**src/rtl/sipo_buf_arbiter_if.sv**
```systemverilog
// Op handshake between the arbiter (master) and the SIPO buffer controller (slave).
interface sipo_buf_arbiter_if;
  logic buf_val_op;
  logic buf_op;
  logic buf_op_ack;
  logic buf_op_commit;

  modport master (output buf_val_op, buf_op, input buf_op_ack, buf_op_commit);
  modport slave  (input buf_val_op, buf_op, output buf_op_ack, buf_op_commit);
endinterface

```
**src/rtl/sipo_buf_arbiter.sv**
```systemverilog
// Round-robin arbiter between the scan-capture writer and host reader in front of the
// 256B SIPO buffer controller; tracks fill level in words and watches for hung commits.
module sipo_buf_arbiter #(
  parameter int DEPTH   = 64,
  parameter int LVLW    = 7,
  parameter int TIMEOUT = 63
) (
  input  logic                clk,
  input  logic                reset,
  input  logic                wr_req,
  output logic                wr_gnt,
  output logic                wr_done,
  input  logic                rd_req,
  output logic                rd_gnt,
  output logic                rd_done,
  sipo_buf_arbiter_if.master  buf_if,
  output logic [LVLW-1:0]     level,
  output logic                full,
  output logic                empty,
  output logic                timeout_err,
  input  logic                clr_err
);

  localparam int WDW = $clog2(TIMEOUT + 1);

  typedef enum logic [1:0] {S_IDLE, S_ISSUE, S_WAIT, S_DONE} state_t;

  state_t            state_q, state_d;
  logic              wr_gnt_q, wr_gnt_d, rd_gnt_q, rd_gnt_d;
  logic              wr_done_q, wr_done_d, rd_done_q, rd_done_d;
  logic              val_op_q, val_op_d, op_q, op_d;
  logic [LVLW-1:0]   level_q, level_d;
  logic              full_q, full_d, empty_q, empty_d;
  logic              err_q, err_d;
  logic              last_rd_q, last_rd_d;  // 1: last grant went to the reader
  logic [WDW-1:0]    wd_q, wd_d;
  logic              wr_ok, rd_ok, commit_ev, timeout_ev;

  assign wr_ok = wr_req & ~full_q  & ~err_q;
  assign rd_ok = rd_req & ~empty_q & ~err_q;

  always_comb begin
    state_d    = state_q;
    wr_gnt_d   = 1'b0;
    rd_gnt_d   = 1'b0;
    wr_done_d  = 1'b0;
    rd_done_d  = 1'b0;
    val_op_d   = val_op_q;
    op_d       = op_q;
    level_d    = level_q;
    last_rd_d  = last_rd_q;
    wd_d       = wd_q;
    commit_ev  = 1'b0;
    timeout_ev = 1'b0;

    case (state_q)
      S_IDLE: begin
        val_op_d = 1'b0;
        if (wr_ok && (!rd_ok || last_rd_q)) begin
          state_d  = S_ISSUE;
          op_d     = 1'b0;
          val_op_d = 1'b1;
          wr_gnt_d = 1'b1;
          wd_d     = '0;
        end else if (rd_ok) begin
          state_d  = S_ISSUE;
          op_d     = 1'b1;
          val_op_d = 1'b1;
          rd_gnt_d = 1'b1;
          wd_d     = '0;
        end
      end
      S_ISSUE: begin
        if (buf_if.buf_op_ack && buf_if.buf_op_commit) begin
          commit_ev = 1'b1;
        end else if (wd_q == WDW'(TIMEOUT - 1)) begin
          timeout_ev = 1'b1;
        end else begin
          wd_d = wd_q + WDW'(1);
          if (buf_if.buf_op_ack) begin
            state_d  = S_WAIT;
            val_op_d = 1'b0;
          end
        end
      end
      S_WAIT: begin
        if (buf_if.buf_op_commit) begin
          commit_ev = 1'b1;
        end else if (wd_q == WDW'(TIMEOUT - 1)) begin
          timeout_ev = 1'b1;
        end else begin
          wd_d = wd_q + WDW'(1);
        end
      end
      default: state_d = S_IDLE;
    endcase

    if (commit_ev) begin
      state_d  = S_DONE;
      val_op_d = 1'b0;
      if (op_q) begin
        rd_done_d = 1'b1;
        level_d   = level_q - LVLW'(1);
        last_rd_d = 1'b1;
      end else begin
        wr_done_d = 1'b1;
        level_d   = level_q + LVLW'(1);
        last_rd_d = 1'b0;
      end
    end

    // A hung op is abandoned: no done pulse and the level is left alone.
    if (timeout_ev) begin
      state_d  = S_IDLE;
      val_op_d = 1'b0;
    end

    full_d  = (level_d == LVLW'(DEPTH));
    empty_d = (level_d == '0);
    err_d   = clr_err ? 1'b0 : (err_q | timeout_ev);
  end

  always_ff @(posedge clk) begin
    if (!reset) begin
      state_q   <= S_IDLE;
      wr_gnt_q  <= 1'b0;
      rd_gnt_q  <= 1'b0;
      wr_done_q <= 1'b0;
      rd_done_q <= 1'b0;
      val_op_q  <= 1'b0;
      op_q      <= 1'b0;
      level_q   <= '0;
      full_q    <= 1'b0;
      empty_q   <= 1'b1;
      err_q     <= 1'b0;
      last_rd_q <= 1'b1;
      wd_q      <= '0;
    end else begin
      state_q   <= state_d;
      wr_gnt_q  <= wr_gnt_d;
      rd_gnt_q  <= rd_gnt_d;
      wr_done_q <= wr_done_d;
      rd_done_q <= rd_done_d;
      val_op_q  <= val_op_d;
      op_q      <= op_d;
      level_q   <= level_d;
      full_q    <= full_d;
      empty_q   <= empty_d;
      err_q     <= err_d;
      last_rd_q <= last_rd_d;
      wd_q      <= wd_d;
    end
  end

  assign wr_gnt            = wr_gnt_q;
  assign rd_gnt            = rd_gnt_q;
  assign wr_done           = wr_done_q;
  assign rd_done           = rd_done_q;
  assign buf_if.buf_val_op = val_op_q;
  assign buf_if.buf_op     = op_q;
  assign level             = level_q;
  assign full              = full_q;
  assign empty             = empty_q;
  assign timeout_err       = err_q;

endmodule

```
**src/flat_wrapper.sv**
```systemverilog
// flat-port wrapper written by rule: the top's interface ports become plain ports
module sipo_buf_arbiter_flat 
#(
  parameter int DEPTH   = 64,
  parameter int LVLW    = 7,
  parameter int TIMEOUT = 63
)
  (clk, reset, wr_req, wr_gnt, wr_done, rd_req, rd_gnt, rd_done, level, full, empty, timeout_err, clr_err, buf_if_buf_val_op, buf_if_buf_op, buf_if_buf_op_ack, buf_if_buf_op_commit);
  sipo_buf_arbiter_if buf_if_i ();
  input  logic clk;
  input  logic reset;
  input  logic wr_req;
  output logic wr_gnt;
  output logic wr_done;
  input  logic rd_req;
  output logic rd_gnt;
  output logic rd_done;
  output logic [LVLW-1:0] level;
  output logic full;
  output logic empty;
  output logic timeout_err;
  input  logic clr_err;
  output wire logic [$bits(buf_if_i.buf_val_op)-1:0] buf_if_buf_val_op;
  output wire logic [$bits(buf_if_i.buf_op)-1:0] buf_if_buf_op;
  input wire logic [$bits(buf_if_i.buf_op_ack)-1:0] buf_if_buf_op_ack;
  input wire logic [$bits(buf_if_i.buf_op_commit)-1:0] buf_if_buf_op_commit;
  assign buf_if_buf_val_op = buf_if_i.buf_val_op;
  assign buf_if_buf_op = buf_if_i.buf_op;
  assign buf_if_i.buf_op_ack = buf_if_buf_op_ack;
  assign buf_if_i.buf_op_commit = buf_if_buf_op_commit;
  sipo_buf_arbiter #(.DEPTH(DEPTH), .LVLW(LVLW), .TIMEOUT(TIMEOUT)) u_core (.clk(clk), .reset(reset), .wr_req(wr_req), .wr_gnt(wr_gnt), .wr_done(wr_done), .rd_req(rd_req), .rd_gnt(rd_gnt), .rd_done(rd_done), .buf_if(buf_if_i), .level(level), .full(full), .empty(empty), .timeout_err(timeout_err), .clr_err(clr_err));
endmodule
```
**config.mk**
```make
export PLATFORM = sky130hd
export DESIGN_NAME = sipo_buf_arbiter_flat
export DESIGN_NICKNAME = d
export VERILOG_FILES = /design/src/rtl/sipo_buf_arbiter_if.sv /design/src/rtl/sipo_buf_arbiter.sv /design/src/flat_wrapper.sv
export SDC_FILE = /design/constraint.sdc
export NUM_CORES = 1
export LEC_CHECK = 0
export ABC_AREA = 1
export CAP_MARGIN = 20
export CORE_MARGIN = 4
export CORE_UTILIZATION = 29
export CTS_CLUSTER_DIAMETER = 150
export CTS_CLUSTER_SIZE = 28
export DETAILED_ROUTE_END_ITERATION = 6
export GPL_TIMING_DRIVEN = 0
export SLEW_MARGIN = 15
export SYNTH_ARGS = -nofsm -noshare
export SYNTH_HDL_FRONTEND = slang
export SYNTH_SLANG_ARGS = --single-unit
```
**constraint.sdc**
```tcl
create_clock -name clk -period 5.4 [get_ports clk]
set_input_delay 0.81 -clock clk [delete_from_list [all_inputs] [get_ports clk]]
set_output_delay 0.81 -clock clk [all_outputs]
set_load 0.01 [all_outputs]
```
==> impl_results.md <==
- Post-CTS setup buffer count: 0
- Post-synth top area cell: dfxtp_1
- Total track usage: around a tenth
- Dominant cell by count in the synthesized netlist: nand2_1
- Reg area: between 500 and 600 sq um
- Metal3 WL: between 150 and 200 microns
- I/O pins: 23
- Met2 wire length: 1320 microns
- Post-synthesis mux area share: 0%
- Resize count post-CTS: 0
- Worst Max-Slew Pin Slew: about 0.47 ns
- Final #Nets: 268
- Layout cells sized above 1: about 8.5%
- Dpl cells: 314
- Clock buffer count from CTS: 3
- Critical path's slowest cell: clkdlybuf4s50_1
- CP required: approximately 4.6 ns
- Max Slew Vio Count: 0
- CTS tree: built
- Clk Latency, worst-skew pair: ~0.27 ns
- Fmax: between 400 and 500 MHz
- Grt ovf: 0
- Tot Pwr: 617 uW
- Synthesized area per cell: around 7 sq um
- Hold bufs inserted after CTS: 0
- Post-Synth Adder-Cell Area: about a tenth
- Reg2reg start: u_core.buf_if.buf_op
- # port buffers: 21
- Area growth, synth to finish: 22.0%
- Post-DP Area: 1860 sq um
- Initial DRC count: slightly below 100
- Number of synthesized flops with an enable pin: 0
- Initial Util: 30.2%
- Setup CP Type: flop to output pin
- Post-synthesis cell area: ~1600 sq um
- Compound-Gate Fraction of Synth Area: about a tenth
- Total Wirelength: about 3200 microns
- Worst path max stage delay: 0.63 ns
- Pleak: just under 0.0009 uW
- Routability cong.: slightly below 0.8
- Hold Fails Final Rpt: 0
- CP endpoint: buf_if_buf_op
- # setup viols final: 0
- Area taken by multi-input logic gates: a little over 900 sq um
- Yosys warns: 0
- Top layer used by detailed routing: met4
- WP data arrival: roughly 1.5 ns
- Final non-filler cell total: around 320
- Filler cell count: approximately 540
- Die height: between 80 and 90 microns
- Crit path capture type: output pin
- # clock sinks: 25
- DR vias/cell: ~4.4
- Synth Area in Simple Gates: about a third
- Async SR Flop Fraction: 0%
- Met1 wire length: 1700 microns
- First-pass DRT Iterations: 4
- Largest net degree at the start of global routing: 15
- Post-route ant nets: 0
- Die ar.: about 6600 sq um
- Syn Inst Count: between 200 and 250
- Max-Cap Viols: 0
- Combinational family with the most area after synthesis: simple AND/OR/NAND/NOR gates
- Tcrit/Tclk final: around 43%
- Distinct cells, synth: 34
- R2R depth: 13
- Worst path cell trace: clkdlybuf4s50_1
- Worst setup path startpoint: u_core.buf_if.buf_op
- DP HPWL: about 2600 microns
- Sequential fraction of the synthesis area: 32.0%
- Power Density: around 320 nW/um^2
- Delay-heaviest family, CP: buffers and inverters
- Initial antenna violation count: 0
- Crit path depth: 1
- Top cell type's share of synthesized area: roughly a third
- Vias post-DR: 1400
- Worst-path clk slew: 0.08 ns
- VDD IR max: 0.000152 V
- H-tree levels: 1
- CP startpoint kind: flop
- Core Rows: 26
- Post-route setup TNS: 0 ns
- DRC Markers: 0
- #FFs+latches synth: 25
- Post-synth top cells: nand2_1 (53), inv_1 (33), dfxtp_1 (25), nor2_1 (25), nand3_1 (21)
- Chip width: 81.4 microns
- Wire per inst: just over 10 microns
- Xor/xnor share of the synthesized area: approximately 3.8%
- CTS max path bufs: 2
- Vias in the first global route: 1303
- RSZ-0062 raised after global routing: no
- Design area: 1910 sq um
- Top cells by area, synth: dfxtp_1 (32%), nand2_1 (13%), ha_1 (8.8%)
- First-pass GRT wire length: 5700 microns
- Worst r2r dst: u_core.full
- Crit Path Max Fanout: 10
- FF-to-FF setup slack: roughly 3.3 ns
- Tightest Hold Check Type: flop to flop
- Root buffer cell: clkbuf_8
- Syn_nets: 242
- Worst Clk Skew: roughly 0.0016 ns
- Crit path time final: about 2.3 ns
- Top FF cell, synth: dfxtp_1
- Slew Limit Headroom: between 60% and 70%
- # diodes: 0
- Status: finished clean
- Core Area: between 5000 and 6000 sq um
- Buf/Inv on CP: 1
[kinds of logic after synthesis]
| kind of cell | after synthesis |
|---|---|
| AND/OR/NAND/NOR | 118 |
| buffers and inverters | 37 |
| AO/OA/AOI/OAI | 25 |
| flip-flops | 25 |
| adder cells (fa/ha/maj) | 12 |
| XOR/XNOR | 6 |
[per-stage QoR]
stage               utilization [%]  hold slack [ns]  worst slack (ns)
finish                         36.9            0.494              3.10
global route                   36.9            0.537              3.02
CTS                            36.9            0.498              3.07
detailed placement             36.0            0.486              2.98
global placement               36.0            0.480              2.96
floorplan                         -            0.463              3.57
[registers in the layout (all words and copies together) (netlist names)]
name                      cells
u_core.buf_if.buf_val_op      1
u_core.level                  7
u_core.last_rd_q              1
u_core.full                   1
u_core.buf_if.buf_op          1
u_core.rd_gnt                 1
u_core.timeout_err            1
u_core.wr_gnt                 1
u_core.state_q                2
u_core.wr_done                1
u_core.wd_q                   6
u_core.empty                  1
u_core.rd_done                1
[area by class of cell]
cell class	instances	area share [%]
clock inverters	1	0.262
flip-flops and latches	25	26.2
multi-input cells	161	47.8
plain buffers	3	1.05
inverters	34	6.82
well taps	70	4.59
clock buffers	3	2.17
repair buffers	21	11.0
[placed cells by master, fill, tap and decap left out, types with 2 or more instances in the layout]
| master | synthesis | layout |
|---|---|---|
| o21ai_0 | 5 | 5 |
| nand3b_1 | 2 | 2 |
| clkdlybuf4s50_1 | 0 | 21 |
| nand2_2 | 2 | 2 |
| xor2_1 | 2 | 2 |
| nand3_1 | 21 | 21 |
| dfxtp_1 | 25 | 25 |
| nand4_1 | 2 | 2 |
| nor2_1 | 25 | 25 |
| inv_1 | 33 | 33 |
| a21oi_1 | 13 | 13 |
| nand3_2 | 3 | 3 |
| nor2_2 | 3 | 3 |
| clkbuf_8 | 0 | 3 |
| nand2_1 | 53 | 53 |
| o21ai_1 | 2 | 2 |
| ha_1 | 11 | 11 |
| xnor2_1 | 3 | 3 |
[per-layer routing]
metal  GRT usage (%)  vias to the layer above
met2            16.6                       31
met4            2.53                        0
met3            2.85                        5
met1            14.7                      607
met5               0                        -
li1                -                      757
[where the power goes]
part,internal (uW),switching [uW]
Sequential,213,22.6
Combinational,108,164
Clock,51.6,57.3
Total,373,243
[worst min-delay path by stage]
stage                             start  slack (ns)                  endpoint  cells past startpoint
5_1_grt        u_core.buf_if.buf_val_op        0.54  u_core.buf_if.buf_val_op                      2
6_report                 u_core.wd_q[0]        0.49            u_core.wd_q[0]                      2
3_5_place_dp             u_core.wd_q[0]        0.49            u_core.wd_q[0]                      2
3_3_place_gp             u_core.wd_q[0]        0.48            u_core.wd_q[0]                      2
2_1_floorplan            u_core.wd_q[0]        0.46            u_core.wd_q[0]                      2
4_1_cts                  u_core.wd_q[0]        0.50            u_core.wd_q[0]                      2
Note: power is estimated with default switching activity, not from simulation.
